==> src/rtl/reg_readback_serializer_if.sv <==
// Readback serializer bus: request/status, bank read port
// and the 3-wire serial link.
interface reg_readback_serializer_if #(
  parameter int BUS_WIDTH  = 8,
  parameter int ADDR_WIDTH = 2
);
  logic                  start;
  logic [ADDR_WIDTH-1:0] start_addr;
  logic [ADDR_WIDTH:0]   count;
  logic [ADDR_WIDTH-1:0] reg_addr;
  logic [BUS_WIDTH-1:0]  reg_data;
  logic                  busy;
  logic                  done;
  logic                  err;
  logic                  sclk;
  logic                  sdata;
  logic                  sframe;

  modport master (
    output start, start_addr, count, reg_data,
    input  reg_addr, busy, done, err,
    input  sclk, sdata, sframe
  );

  modport slave (
    input  start, start_addr, count, reg_data,
    output reg_addr, busy, done, err,
    output sclk, sdata, sframe
  );
endinterface

==> src/rtl/reg_readback_serializer.sv <==
// Reads COUNT consecutive bank registers and shifts them
// out MSB-first on sclk/sdata inside one sframe.
module reg_readback_serializer #(
  parameter int BUS_WIDTH  = 8,
  parameter int NUM_REGS   = 4,
  parameter int ADDR_WIDTH = 2,
  parameter int CLK_DIV    = 2
) (
  input logic                     clk,
  input logic                     rst,
  reg_readback_serializer_if.slave bus
);
  localparam int BCW = (BUS_WIDTH > 1) ? $clog2(BUS_WIDTH) : 1;
  localparam int PCW = (CLK_DIV > 1) ? $clog2(CLK_DIV) : 1;
  localparam int CW  = ADDR_WIDTH + 1;
  localparam logic [BCW-1:0] BTOP = BCW'(BUS_WIDTH - 1);
  localparam logic [PCW-1:0] PTOP = PCW'(CLK_DIV - 1);
  localparam logic [ADDR_WIDTH-1:0] LAST = ADDR_WIDTH'(NUM_REGS - 1);

  typedef enum logic [1:0] {
    IDLE, FETCH, SHIFT, FINISH
  } state_e;

  state_e                state_q, state_d;
  logic [ADDR_WIDTH-1:0] addr_q, addr_d;
  logic [CW-1:0]         rem_q, rem_d;
  logic [BUS_WIDTH-1:0]  shreg_q, shreg_d;
  logic [BCW-1:0]        bit_q, bit_d;
  logic [PCW-1:0]        ph_q, ph_d;
  logic busy_q, busy_d;
  logic done_q, done_d;
  logic err_q, err_d;
  logic sclk_q, sclk_d;
  logic sdata_q, sdata_d;
  logic sframe_q, sframe_d;
  logic bad_req;

  assign bad_req =
    (32'(bus.start_addr) >= 32'(NUM_REGS)) ||
    (32'(bus.count) > 32'(NUM_REGS));

  always_comb begin
    state_d  = state_q;
    addr_d   = addr_q;
    rem_d    = rem_q;
    shreg_d  = shreg_q;
    bit_d    = bit_q;
    ph_d     = ph_q;
    done_d   = 1'b0;
    err_d    = 1'b0;
    sclk_d   = sclk_q;
    sdata_d  = sdata_q;
    sframe_d = sframe_q;
    unique case (state_q)
      IDLE: begin
        if (bus.start) begin
          if (bad_req) begin
            state_d = FINISH;
            done_d  = 1'b1;
            err_d   = 1'b1;
          end else if (bus.count == '0) begin
            state_d = FINISH;
            done_d  = 1'b1;
          end else begin
            addr_d  = bus.start_addr;
            rem_d   = bus.count;
            state_d = FETCH;
          end
        end
      end
      FETCH: begin
        shreg_d  = bus.reg_data;
        sdata_d  = bus.reg_data[BUS_WIDTH-1];
        sframe_d = 1'b1;
        sclk_d   = 1'b0;
        bit_d    = BTOP;
        ph_d     = '0;
        state_d  = SHIFT;
      end
      SHIFT: begin
        if (ph_q != PTOP) begin
          ph_d = ph_q + PCW'(1);
        end else begin
          ph_d = '0;
          if (!sclk_q) begin
            sclk_d = 1'b1;
          end else begin
            sclk_d = 1'b0;
            if (bit_q != '0) begin
              bit_d   = bit_q - BCW'(1);
              shreg_d = shreg_q << 1;
              sdata_d = shreg_d[BUS_WIDTH-1];
            end else if (rem_q > CW'(1)) begin
              // next register rides in the same frame
              rem_d   = rem_q - CW'(1);
              addr_d  = (addr_q == LAST) ? '0
                      : addr_q + ADDR_WIDTH'(1);
              state_d = FETCH;
            end else begin
              state_d = FINISH;
              done_d  = 1'b1;
            end
          end
        end
      end
      FINISH: begin
        sframe_d = 1'b0;
        sdata_d  = 1'b0;
        state_d  = IDLE;
      end
      default: state_d = IDLE;
    endcase
    busy_d = (state_d != IDLE);
  end

  always_ff @(negedge clk or negedge rst) begin
    if (!rst) begin
      state_q  <= IDLE;
      addr_q   <= '0;
      rem_q    <= '0;
      shreg_q  <= '0;
      bit_q    <= '0;
      ph_q     <= '0;
      busy_q   <= 1'b0;
      done_q   <= 1'b0;
      err_q    <= 1'b0;
      sclk_q   <= 1'b0;
      sdata_q  <= 1'b0;
      sframe_q <= 1'b0;
    end else begin
      state_q  <= state_d;
      addr_q   <= addr_d;
      rem_q    <= rem_d;
      shreg_q  <= shreg_d;
      bit_q    <= bit_d;
      ph_q     <= ph_d;
      busy_q   <= busy_d;
      done_q   <= done_d;
      err_q    <= err_d;
      sclk_q   <= sclk_d;
      sdata_q  <= sdata_d;
      sframe_q <= sframe_d;
    end
  end

  assign bus.reg_addr = addr_q;
  assign bus.busy     = busy_q;
  assign bus.done     = done_q;
  assign bus.err      = err_q;
  assign bus.sclk     = sclk_q;
  assign bus.sdata    = sdata_q;
  assign bus.sframe   = sframe_q;
endmodule

==> src/flat_wrapper.sv <==
// flat-port wrapper written by rule: the top's interface ports become plain ports
module reg_readback_serializer_flat 
#(
  parameter int BUS_WIDTH  = 8,
  parameter int NUM_REGS   = 4,
  parameter int ADDR_WIDTH = 2,
  parameter int CLK_DIV    = 2
)
  (clk, rst, bus_start, bus_start_addr, bus_count, bus_reg_data, bus_reg_addr, bus_busy, bus_done, bus_err, bus_sclk, bus_sdata, bus_sframe);
  reg_readback_serializer_if #(.BUS_WIDTH(BUS_WIDTH), .ADDR_WIDTH(ADDR_WIDTH)) bus_i ();
  input logic clk;
  input logic rst;
  input wire logic [$bits(bus_i.start)-1:0] bus_start;
  input wire logic [$bits(bus_i.start_addr)-1:0] bus_start_addr;
  input wire logic [$bits(bus_i.count)-1:0] bus_count;
  input wire logic [$bits(bus_i.reg_data)-1:0] bus_reg_data;
  output wire logic [$bits(bus_i.reg_addr)-1:0] bus_reg_addr;
  output wire logic [$bits(bus_i.busy)-1:0] bus_busy;
  output wire logic [$bits(bus_i.done)-1:0] bus_done;
  output wire logic [$bits(bus_i.err)-1:0] bus_err;
  output wire logic [$bits(bus_i.sclk)-1:0] bus_sclk;
  output wire logic [$bits(bus_i.sdata)-1:0] bus_sdata;
  output wire logic [$bits(bus_i.sframe)-1:0] bus_sframe;
  assign bus_i.start = bus_start;
  assign bus_i.start_addr = bus_start_addr;
  assign bus_i.count = bus_count;
  assign bus_i.reg_data = bus_reg_data;
  assign bus_reg_addr = bus_i.reg_addr;
  assign bus_busy = bus_i.busy;
  assign bus_done = bus_i.done;
  assign bus_err = bus_i.err;
  assign bus_sclk = bus_i.sclk;
  assign bus_sdata = bus_i.sdata;
  assign bus_sframe = bus_i.sframe;
  reg_readback_serializer #(.BUS_WIDTH(BUS_WIDTH), .NUM_REGS(NUM_REGS), .ADDR_WIDTH(ADDR_WIDTH), .CLK_DIV(CLK_DIV)) u_core (.clk(clk), .rst(rst), .bus(bus_i));
endmodule
==> config.mk <==
export PLATFORM = sky130hd
export DESIGN_NAME = reg_readback_serializer_flat
export DESIGN_NICKNAME = d
export VERILOG_FILES = /design/src/rtl/reg_readback_serializer_if.sv /design/src/rtl/reg_readback_serializer.sv /design/src/flat_wrapper.sv
export SDC_FILE = /design/constraint.sdc
export NUM_CORES = 1
export LEC_CHECK = 0
export CAP_MARGIN = 5
export CORE_MARGIN = 5
export CORE_UTILIZATION = 48
export CTS_BUF_LIST = sky130_fd_sc_hd__clkbuf_4 sky130_fd_sc_hd__clkbuf_8
export CTS_CLUSTER_DIAMETER = 80
export DETAILED_ROUTE_END_ITERATION = 7
export HOLD_SLACK_MARGIN = 0.05
export PLACE_DENSITY_LB_ADDON = 0.12
export SLEW_MARGIN = 20
export SYNTH_ARGS = -nofsm -noshare
export SYNTH_HDL_FRONTEND = slang
export SYNTH_SLANG_ARGS = --single-unit
==> constraint.sdc <==
create_clock -name clk -period 1.9 [get_ports clk]
set_input_delay 0.57 -clock clk [delete_from_list [all_inputs] [get_ports clk]]
set_output_delay 0.57 -clock clk [all_outputs]
set_load 0.01 [all_outputs]
==> results.toml <==
[outcome]
violations = "negative setup slack"
status = "finished with violations"

[yosys]
yosysTopAreaCell = "dfrtn_1"
ys_async_sr_fraction_pct = 100.0
mappedNetlistNets = 163
synth_commonest_cells = "dfrtn_1, inv_1, mux2i_1, nand2_1, ha_1"
synth_top_cell_area_share_pct = 41.96
ys_seq_area_share_pct = 41.96
synth_edf_count = 0
synth_area_mm2 = 0.001431
synth_ff_type = "dfrtn_1"
ys_warn_count = 0
syn_avg_cell_area_um2 = 10.52
netlist_top_cells_area = "dfrtn_1, ha_1, mux2i_1, o21ai_0, inv_1"
synth_cells = 136
synth.ff_latch_count = 24
synth_most_common_cell = "dfrtn_1"
synth_cell_types = 40

[worst_setup_path]
setup.worst_path.start_class = "input port"
crit_chain = "buf_6 -> or2_4 -> inv_2 -> ha_4 -> and4bb_4 -> o221ai_4 -> mux2_4"
critPathBufInv = 2
max_stage_delay_ns = 0.33
crit_slowest_cell = "mux2_4"
crit_arrival_ns = 1.88
end_kind = "flop"
crit_family = "simple AND/OR/NAND/NOR gates"
criticalPathCategory = "input port to flop"
worst-path-max-fanout = 3
crit_required_ns = 1.12

[route]
drtIter0Drc = 50
viasPerCell = 5.322
route.vias.total = 1075
firstDrtPassIters = 4
antenna_left = 0
drcViolationCount = 0
wl_per_cell_um = 14.50
routed_wl_mm = 2.930

[floorplan]
ios = 24
core_area_mm2 = 0.002805
num_rows = 19
start_util_pct = 51.03
dieArea_mm2 = 0.004174
die_h_um = 64.61
dieWidth_um = 64.61

[cts]
clk_latency_ns = 0.31
cts_tree = "yes"
cts_buffers = 3
cts_num_sinks = 24
clkSlewWorstSetupHoldPaths_ns = 0.09
htreeDepth = 1
clockRootBuffer = "clkbuf_4"
cts.path.max_buffers = 2
cts_hold_buf = 0

[timing]
finalSetupViolCount = 17
slew_violations = 0
final_hold_viol_count = 0
whs_ns = 0.4415
final.setup_skew_ns = 0.002147
setup_ws_ns = -0.7553
maxSlewHeadroom_pct = 77.78
grt_setup_unrepaired = "true"
worst_pin_slew_ns = 0.3308

[grt]
grt_pass1_vias = 1137
grtUsageTotal_pct = 15.56
grt_pass1_wl_mm = 5.154
antenna_found_initial = 0
grt_max_degree = 25
overflow = 0

[final_layout]
drive_above_1_share_pct = 31.58
design_area_mm2 = 0.001844
antenna_cells = 0
syn2layout_area_growth_pct = 28.85
final_nets = 199
final_util_pct = 65.74

[pwr]
powerDensity_mw_per_mm2 = 527.6
p_total_mw = 0.9730
vdd_drop_max_mv = 0.3882
leakagePower_nw = 0.9271

[placement]
routabilityCongestion = 0.8149
hpwl_mm = 2.183
port_buffers = 23
dpl_cell_area_mm2 = 0.001805
post-place-ws_ns = -1.453

[hold_path]
worstHoldPathType = "flop to flop"

[flow_run]
drv_cap = 0
-- cells by family after synthesis --
| group | after synthesis | synth area share (%) |
|---|---|---|
| AO/OA/AOI/OAI | 26 | 13.29 |
| XOR/XNOR | 2 | 1.224 |
| adder cells (fa/ha/maj) | 11 | 9.615 |
| buffers and inverters | 18 | 5.857 |
| flip-flops | 24 | 41.96 |
| multiplexers | 17 | 12.85 |
| AND/OR/NAND/NOR | 38 | 15.21 |
-- where the power goes --
group          internal (mW)  total, mW  switching, mW
clock                  0.213      0.378          0.164
sequential             0.520      0.524        0.00342
combinational         0.0405     0.0713         0.0308
total                  0.774      0.973          0.199
-- flip-flops by register name (all words and copies together) (netlist names), 2 cells and up --
name                 count
u_core.shreg_q           7
u_core.bit_q             3
u_core.rem_q             3
u_core.bus.reg_addr      2
u_core.state_q           2
-- cells in the final DEF (no fill, tap or decap), types with 2 or more instances in the layout --
cell             count
nand2_1             11
mux2i_1             12
buf_6                4
mux2_2               2
and2_4               2
ha_1                 8
o21ai_0              2
a21oi_1              3
buf_2               10
xor2_1               2
nor3_1               4
dfrtn_1             24
ha_4                 2
o21ai_1              7
dlygate4sd2_1        7
nand3_1              2
clkdlybuf4s50_1      3
clkbuf_4             3
nor2b_1              2
inv_1               10
buf_4               11
nor2_1               5
a21o_1               2
and3_1               2
mux2_4               2
-- metal layers --
metal	vias to the layer above	share of wire [%]	track usage, %
met5	-	0	0
met4	0	0.72	3.694
met3	2	4.3	4.318
met2	16	51	27.32
met1	514	44	18.97
li1	543	-	-
-- stage by stage --
stage	cells	setup TNS, ns
floorplan	136	-6.567
finish	202	-8.120
global route	202	-8.637
detailed placement	197	-21.00
CTS	202	-8.298
global placement	197	-20.32
-- layout make-up --
class / count / area, µm²
Tap cell: 31 / 38.79
Inverter: 12 / 50.05
Clock buffer: 3 / 22.52
Clock inverter: 1 / 30.03
Sequential cell: 24 / 600.6
Fill cell: 224 / 960.9
Timing Repair Buffer: 37 / 299.0
Multi-Input combinational cell: 94 / 803.3
-- worst paths after layout --
path,from,end,slack [ns],cells after the start
max in group asynchronous,rst,u_core.bit_q[1],0.29,2
setup reg to reg,u_core.state_q[1],u_core.bus.reg_addr[1],0.16,5
setup / recovery,bus_count[0],u_core.bus.reg_addr[1],-0.76,7
hold reg to reg,u_core.shreg_q[3],u_core.shreg_q[3],0.44,2
min in group asynchronous,rst,u_core.bus.reg_addr[1],1.43,2
hold / removal,u_core.shreg_q[3],u_core.shreg_q[3],0.44,2
-- tightest hold or removal path, cell delays in order (launching register included) --
cell and delay, ns:
dfrtn_1 0.43, nand2_1 0.05, o21ai_1 0.06
-- what timing repair did --
item / in CTS / in global routing
setup endpoints to repair: 26 / 25
cloned: 0 / 0
pin swaps: 18 / 3
gates resized for setup: 72 / 2
setup buffers: 1 / 0
Note: power is estimated with default switching activity, not from simulation.
